**src/rtl/mem_fill_seq.sv**
```systemverilog
// Pattern fill sequencer: writes entries 0..DEPTH-1 through the shared-memory arbiter, one entry per SEND/WAIT/NEXT.
// Latency is 2 + ack-wait cycles per entry; the arbiter stalls us by withholding request_finished.
module mem_fill_seq #(
  parameter int DATA_W = 8,
  parameter int DEPTH  = 256,
  parameter int ADDR_W = 8
) (
  input  logic              clk,
  input  logic              reset,
  input  logic              start,
  input  logic [1:0]        mode,
  input  logic [DATA_W-1:0] fill_value,
  input  logic              abort,
  input  logic              request_finished,
  output logic              request,
  output logic [ADDR_W-1:0] address,
  output logic [DATA_W-1:0] data,
  output logic              busy,
  output logic              finished,
  output logic              aborted
);

  localparam logic [2:0] IDLE = 3'd0;
  localparam logic [2:0] LOAD = 3'd1;
  localparam logic [2:0] SEND = 3'd2;
  localparam logic [2:0] WAIT = 3'd3;
  localparam logic [2:0] NEXT = 3'd4;
  localparam logic [2:0] DONE = 3'd5;

  localparam logic [ADDR_W-1:0] LAST_IDX  = ADDR_W'(DEPTH - 1);
  localparam logic [DATA_W-1:0] LAST_DATA = DATA_W'(DEPTH - 1);

  logic [2:0]        state;
  logic [ADDR_W-1:0] index;
  logic [1:0]        mode_q;
  logic [DATA_W-1:0] fill_q;
  logic              abort_lat;
  logic [DATA_W-1:0] pattern;

  always_comb begin
    pattern = DATA_W'(index);
    case (mode_q)
      2'd0:    pattern = DATA_W'(index);
      2'd1:    pattern = fill_q;
      2'd2:    pattern = LAST_DATA - DATA_W'(index);
      default: pattern = DATA_W'(index) ^ fill_q;
    endcase
  end

  always_ff @(posedge clk) begin
    if (reset) begin
      state     <= IDLE;
      index     <= '0;
      mode_q    <= '0;
      fill_q    <= '0;
      abort_lat <= 1'b0;
      address   <= '0;
      data      <= '0;
    end else begin
      case (state)
        IDLE: if (start) state <= LOAD;
        LOAD: begin
          mode_q    <= mode;
          fill_q    <= fill_value;
          index     <= '0;
          abort_lat <= abort;
          state     <= SEND;
        end
        SEND: begin
          address <= index;
          data    <= pattern;
          if (abort) abort_lat <= 1'b1;
          state   <= WAIT;
        end
        WAIT: begin
          if (abort) abort_lat <= 1'b1;
          if (request_finished) state <= NEXT;
        end
        NEXT: begin
          // An abort arriving here still lands in DONE with aborted set, even on the last entry.
          if (abort) abort_lat <= 1'b1;
          if (index == LAST_IDX || abort_lat || abort) begin
            state <= DONE;
          end else begin
            index <= index + 1'b1;
            state <= SEND;
          end
        end
        DONE:    state <= IDLE;
        default: state <= IDLE;
      endcase
    end
  end

  assign request  = (state == WAIT);
  assign busy     = (state == LOAD) || (state == SEND) || (state == WAIT) || (state == NEXT);
  assign finished = (state == DONE);
  assign aborted  = (state == DONE) && abort_lat;

endmodule

```
**config.mk**
```make
export PLATFORM = sky130hd
export DESIGN_NAME = mem_fill_seq
export DESIGN_NICKNAME = d
export VERILOG_FILES = /design/src/rtl/mem_fill_seq.sv
export SDC_FILE = /design/constraint.sdc
export NUM_CORES = 1
export LEC_CHECK = 0
export CAP_MARGIN = 20
export CELL_PAD_IN_SITES_DETAIL_PLACEMENT = 0
export CELL_PAD_IN_SITES_GLOBAL_PLACEMENT = 2
export CORE_ASPECT_RATIO = 0.8
export CORE_MARGIN = 4
export CORE_UTILIZATION = 38
export DETAILED_ROUTE_END_ITERATION = 16
export DONT_BUFFER_PORTS = 1
export PLACE_DENSITY_LB_ADDON = 0.1
export SETUP_SLACK_MARGIN = 0.02
export SYNTH_ARGS = -nofsm -noshare
export SYNTH_HDL_FRONTEND = slang
export SYNTH_SLANG_ARGS = --single-unit
export TNS_END_PERCENT = 100
```
**constraint.sdc**
```tcl
create_clock -name clk -period 2.3 [get_ports clk]
set_input_delay 0.23 -clock clk [delete_from_list [all_inputs] [get_ports clk]]
set_output_delay 0.23 -clock clk [all_outputs]
set_load 0.01 [all_outputs]
```
[Word level (Yosys, flattened, before mapping)]
Cells that the tools add are included.
Storage, ports and cells
  bits of input ports: 15
  logic and storage cells: 45
  flip-flop bits (word level): 38
Operators by class
  reduce and logical (&&, ||, !) cells: 14
  equality and inequality tests: 12
  muxes and demuxes: 9
  add/subtract/negate cells: 2
  bitwise gates (word level): 1
Operators with widths (number)
  one-hot mux 8 bit (3 select lines): 1
  one-hot mux 8 bit (2 select lines): 1
  one-hot mux 3 bit (5 select lines): 1
  2-to-1 mux 3 bit: 3
  adder 8 x 1 -> 8 bit, second input constant: 1
  == test 8 bit, second input constant: 1
  2-to-1 mux 8 bit: 1
  subtractor 8 bit, first input constant: 1
  bitwise XOR 8 bit: 1
  == test 3 x 2 -> 1 bit, second input constant: 2
  == test 3 bit, second input constant: 2
  inequality test 2 bit, second input constant: 3
  AND reduction 2 bit: 3
  logical OR 1 bit: 5
  nonzero test 2 bit: 2
  == test 3 x 1 -> 1 bit, second input constant: 1
  logical NOT 3 bit: 1
  OR reduction 3 bit: 1
  == test 2 x 1 -> 1 bit, second input constant: 1
  == test 2 bit, second input constant: 1
  logical NOT 2 bit: 1
  inequality test 2 x 1 -> 1 bit, second input constant: 1
  one-hot mux 1 bit (2 select lines): 1
  logical AND 1 bit: 1
  2-to-1 mux 1 bit: 1

[Logic depth before layout (Yosys ltp)]
  depth in word-level cells: 5
  depth in mapped cells: 7
  mapped depth without buffers: 5

[Least setup slack after synthesis]
No wires, ideal clock.
  path kind: reg2reg
  from: reg index[0]
  to: reg index[7]
  period minus slack after synthesis: 1.550 ns
  stages on the path, launching flop included: 6
  setup slack: 0.750 ns
  data arrival time: 1.480 ns
  setup time: 0.070 ns
  required time: 2.230 ns
  path through: dfxtp_1 -> ha_1 -> nand3_1 -> o21ai_2 -> or4_1 -> a21oi_1
On the way
  word-level cells in the longest chain between the ends: 5
  elaborated cells between the ends (all ways): 8
Ends and longest elaborated chain
  start: declaration: line 34  | logic [ADDR_W-1:0] index;
  start signal: assignment: line 85  | index <= index + 1'b1;
  branches (longest 5 deep; another with adder 8 x 1 -> 8 bit)
Several ways; the timed one is not identified. The select of a mux whose other input is x is not followed.
A chain may end at the register's enable or synchronous reset.

[Final worst setup path]
  from: reg index[0]
  to: reg index[5]
The elaborated chain is that of the path after synthesis.

==> flow_metrics.tcl <==
set metrics [dict create \
    synthFlopType "dfxtp_1" \
    hpwlAfterDp_microns 3110 \
    fp-row-count 22 \
    clkLatencyLatePin_ps 280 \
    num_vias 1544 \
    worstMarginPinSlew_ps 615 \
    path_cells "ha_1, nand3_1, o21ai_2, or4_1, a21oi_1" \
    finalHoldViolations 0 \
    async_reset_ff_share_pct 0 \
    utilization_pct 42.3 \
    start_kind "flop" \
    wl_per_cell_microns 16.0 \
    synth_cell_types 37 \
    required_ps 2520 \
    endpoint_kind "flop" \
    status "complete, no violations" \
    ioPinCount 35 \
    synth_cells 233 \
    rsz0062_at_grt "false" \
    grt-ovfl-total 0 \
    die_height_microns 70.5 \
    cts_sinks 38 \
    post-route-cell-area_sq_mm 0.00197 \
    path_clk_slew_ps 70 \
    dieArea_sq_mm 0.00607 \
    htree_levels 2 \
    arrival_ps 1940 \
    tns_ps 0 \
    syn-num-nets 249 \
    via_per_inst 5.42 \
    first_iter_violations 97 \
    die_x_microns 86.1 \
    wl_microns 4560 \
    placed_cell_area_sq_mm 0.00184 \
    cts_tree "done" \
    grt_pass1_vias 1421 \
    nets 240 \
    path_max_fanout 8 \
    clock_path_buffers 2 \
    final.min_clock_period_ps 1730 \
    drive_gt1_share_pct 7.56 \
    antenna_found_initial 0 \
    antenna_left 0 \
    final_common_cell "nand2_1" \
    worst_path_largest_cell_delay_ps 500 \
    setup_viol 0 \
    maxSlewHeadroom_pct 59.0 \
    pwr_density_cell_mw_per_mm2 684 \
    drt_first_pass_iters 4 \
    syn_area_per_cell_sq_um 7.96 \
    grt_pass1_wl_microns 7170 \
    cts-hold-fix-buffers 1 \
    cts_setup_buffers 0 \
    area_delta_synth_final_pct 5.93 \
    max_freq_mhz 580 \
    grt_max_degree 31 \
    maxSlewViolCount 0 \
    numCtsBuffers 5 \
    min_path_type "primary input to flop" \
    cap_violations 0 \
    path_class "flop to flop" \
    drc 0 \
    ys_seq_area_share_pct 41.0 \
    cts-root-buf "clkbuf_8" \
    peakVddDrop_mv 0.367 \
    synth_area_sq_mm 0.00186 \
    coreArea_sq_mm 0.00465 \
    finalClockSkew_ps 7.89 \
    io_buffers 0 \
    yosysWarnings 0 \
    cp_slowest_cell "or4_1" \
    initial_core_util_pct 39.9 \
    place_congestion 0.773 \
    finalCritPeriodShare_pct 75.0 \
    synth_seq_cells 38 \
    p_leak_nw 0.651 \
    n_antenna_cell 0 \
    final_cell_mix "nand2_1, dfxtp_1, a21oi_1, nand3_1" \
    grtUsageTotal_pct 15.1 \
    synth-edff-count 0 \
    cts.repair.resized 0 \
]
## final cells by class
cell class	instances	area [sq um]
fillers	490	2690
multi-input cells	172	982
flip-flops and latches	38	761
clock buffers	7	86.3
well taps	60	75.1
repair buffers	6	52.6
clock inverters	1	5.00
inverters	1	3.75
## logic make-up after synthesis
logic type,Yosys count,share of synthesized area [%]
AO/OA/AOI/OAI,56,19.4
adder cells (fa/ha/maj),1,0.674
flip-flops,38,41.0
XOR/XNOR,9,4.25
buffers and inverters,23,6.07
AND/OR/NAND/NOR,106,28.6
## critical path: cells and delay by family (launching register included)
kind	cells	cell delay [ps]
AO/OA/AOI/OAI	2	300
adder cells (fa/ha/maj)	1	280
flip-flops	1	390
AND/OR/NAND/NOR	2	710
## per-stage QoR
| stage | total power, mW | setup WS (ps) | instances | hold WS (ps) |
|---|---|---|---|---|
| global placement | 0.883 | 648 | 274 | 302 |
| detailed placement | 0.889 | 577 | 274 | 304 |
| floorplan | 0.870 | 750 | 233 | 366 |
| global route | 1.41 | 440 | 285 | 2.61 |
| CTS | 1.35 | 560 | 283 | 0.534 |
| finish | 1.35 | 574 | 285 | 11.7 |
## power by group
group | internal [mW] | total, mW | switching, mW
Sequential | 0.684 | 0.721 | 0.0362
Combinational | 0.0595 | 0.162 | 0.103
Clock | 0.242 | 0.462 | 0.221
## per-layer routing
layer | share of wire [%] | GRT usage [%]
met1 | 51 | 22.8
met2 | 39 | 19.3
met3 | 8.9 | 6.37
met4 | 0.39 | 3.69
met5 | 0 | 0
## final timing paths
| path | depth (start not counted) | from | slack (ps) | endpoint |
|---|---|---|---|---|
| setup / recovery | 5 | index[0] | 570 | index[5] |
| hold / removal | 1 | reset | 10 | abort_lat |
| setup reg to reg | 5 | index[0] | 570 | index[5] |
| hold reg to reg | 2 | fill_q[2] | 480 | fill_q[2] |
## sequential cells by signal, indices dropped and copies added (netlist names)
name and count:
data 8, mode_q 2, abort_lat 1, state 3, address 8, index 8
fill_q 8
## Yosys cell counts, types with 3 or more instances
cell type | number | area share, %
or4_1 | 3 | 1.2
nand3_1 | 15 | 4.0
nand3b_1 | 8 | 3.2
dfxtp_1 | 38 | 41
xor2_1 | 8 | 3.8
nor2_1 | 7 | 1.4
buf_2 | 9 | 2.4
nand2_1 | 57 | 12
nand2b_1 | 3 | 1.0
o31ai_1 | 4 | 1.6
a21oi_1 | 33 | 8.9
o2111ai_1 | 8 | 3.8
clkbuf_1 | 8 | 1.6
No activity file was read; power rests on OpenSTA's default activity.
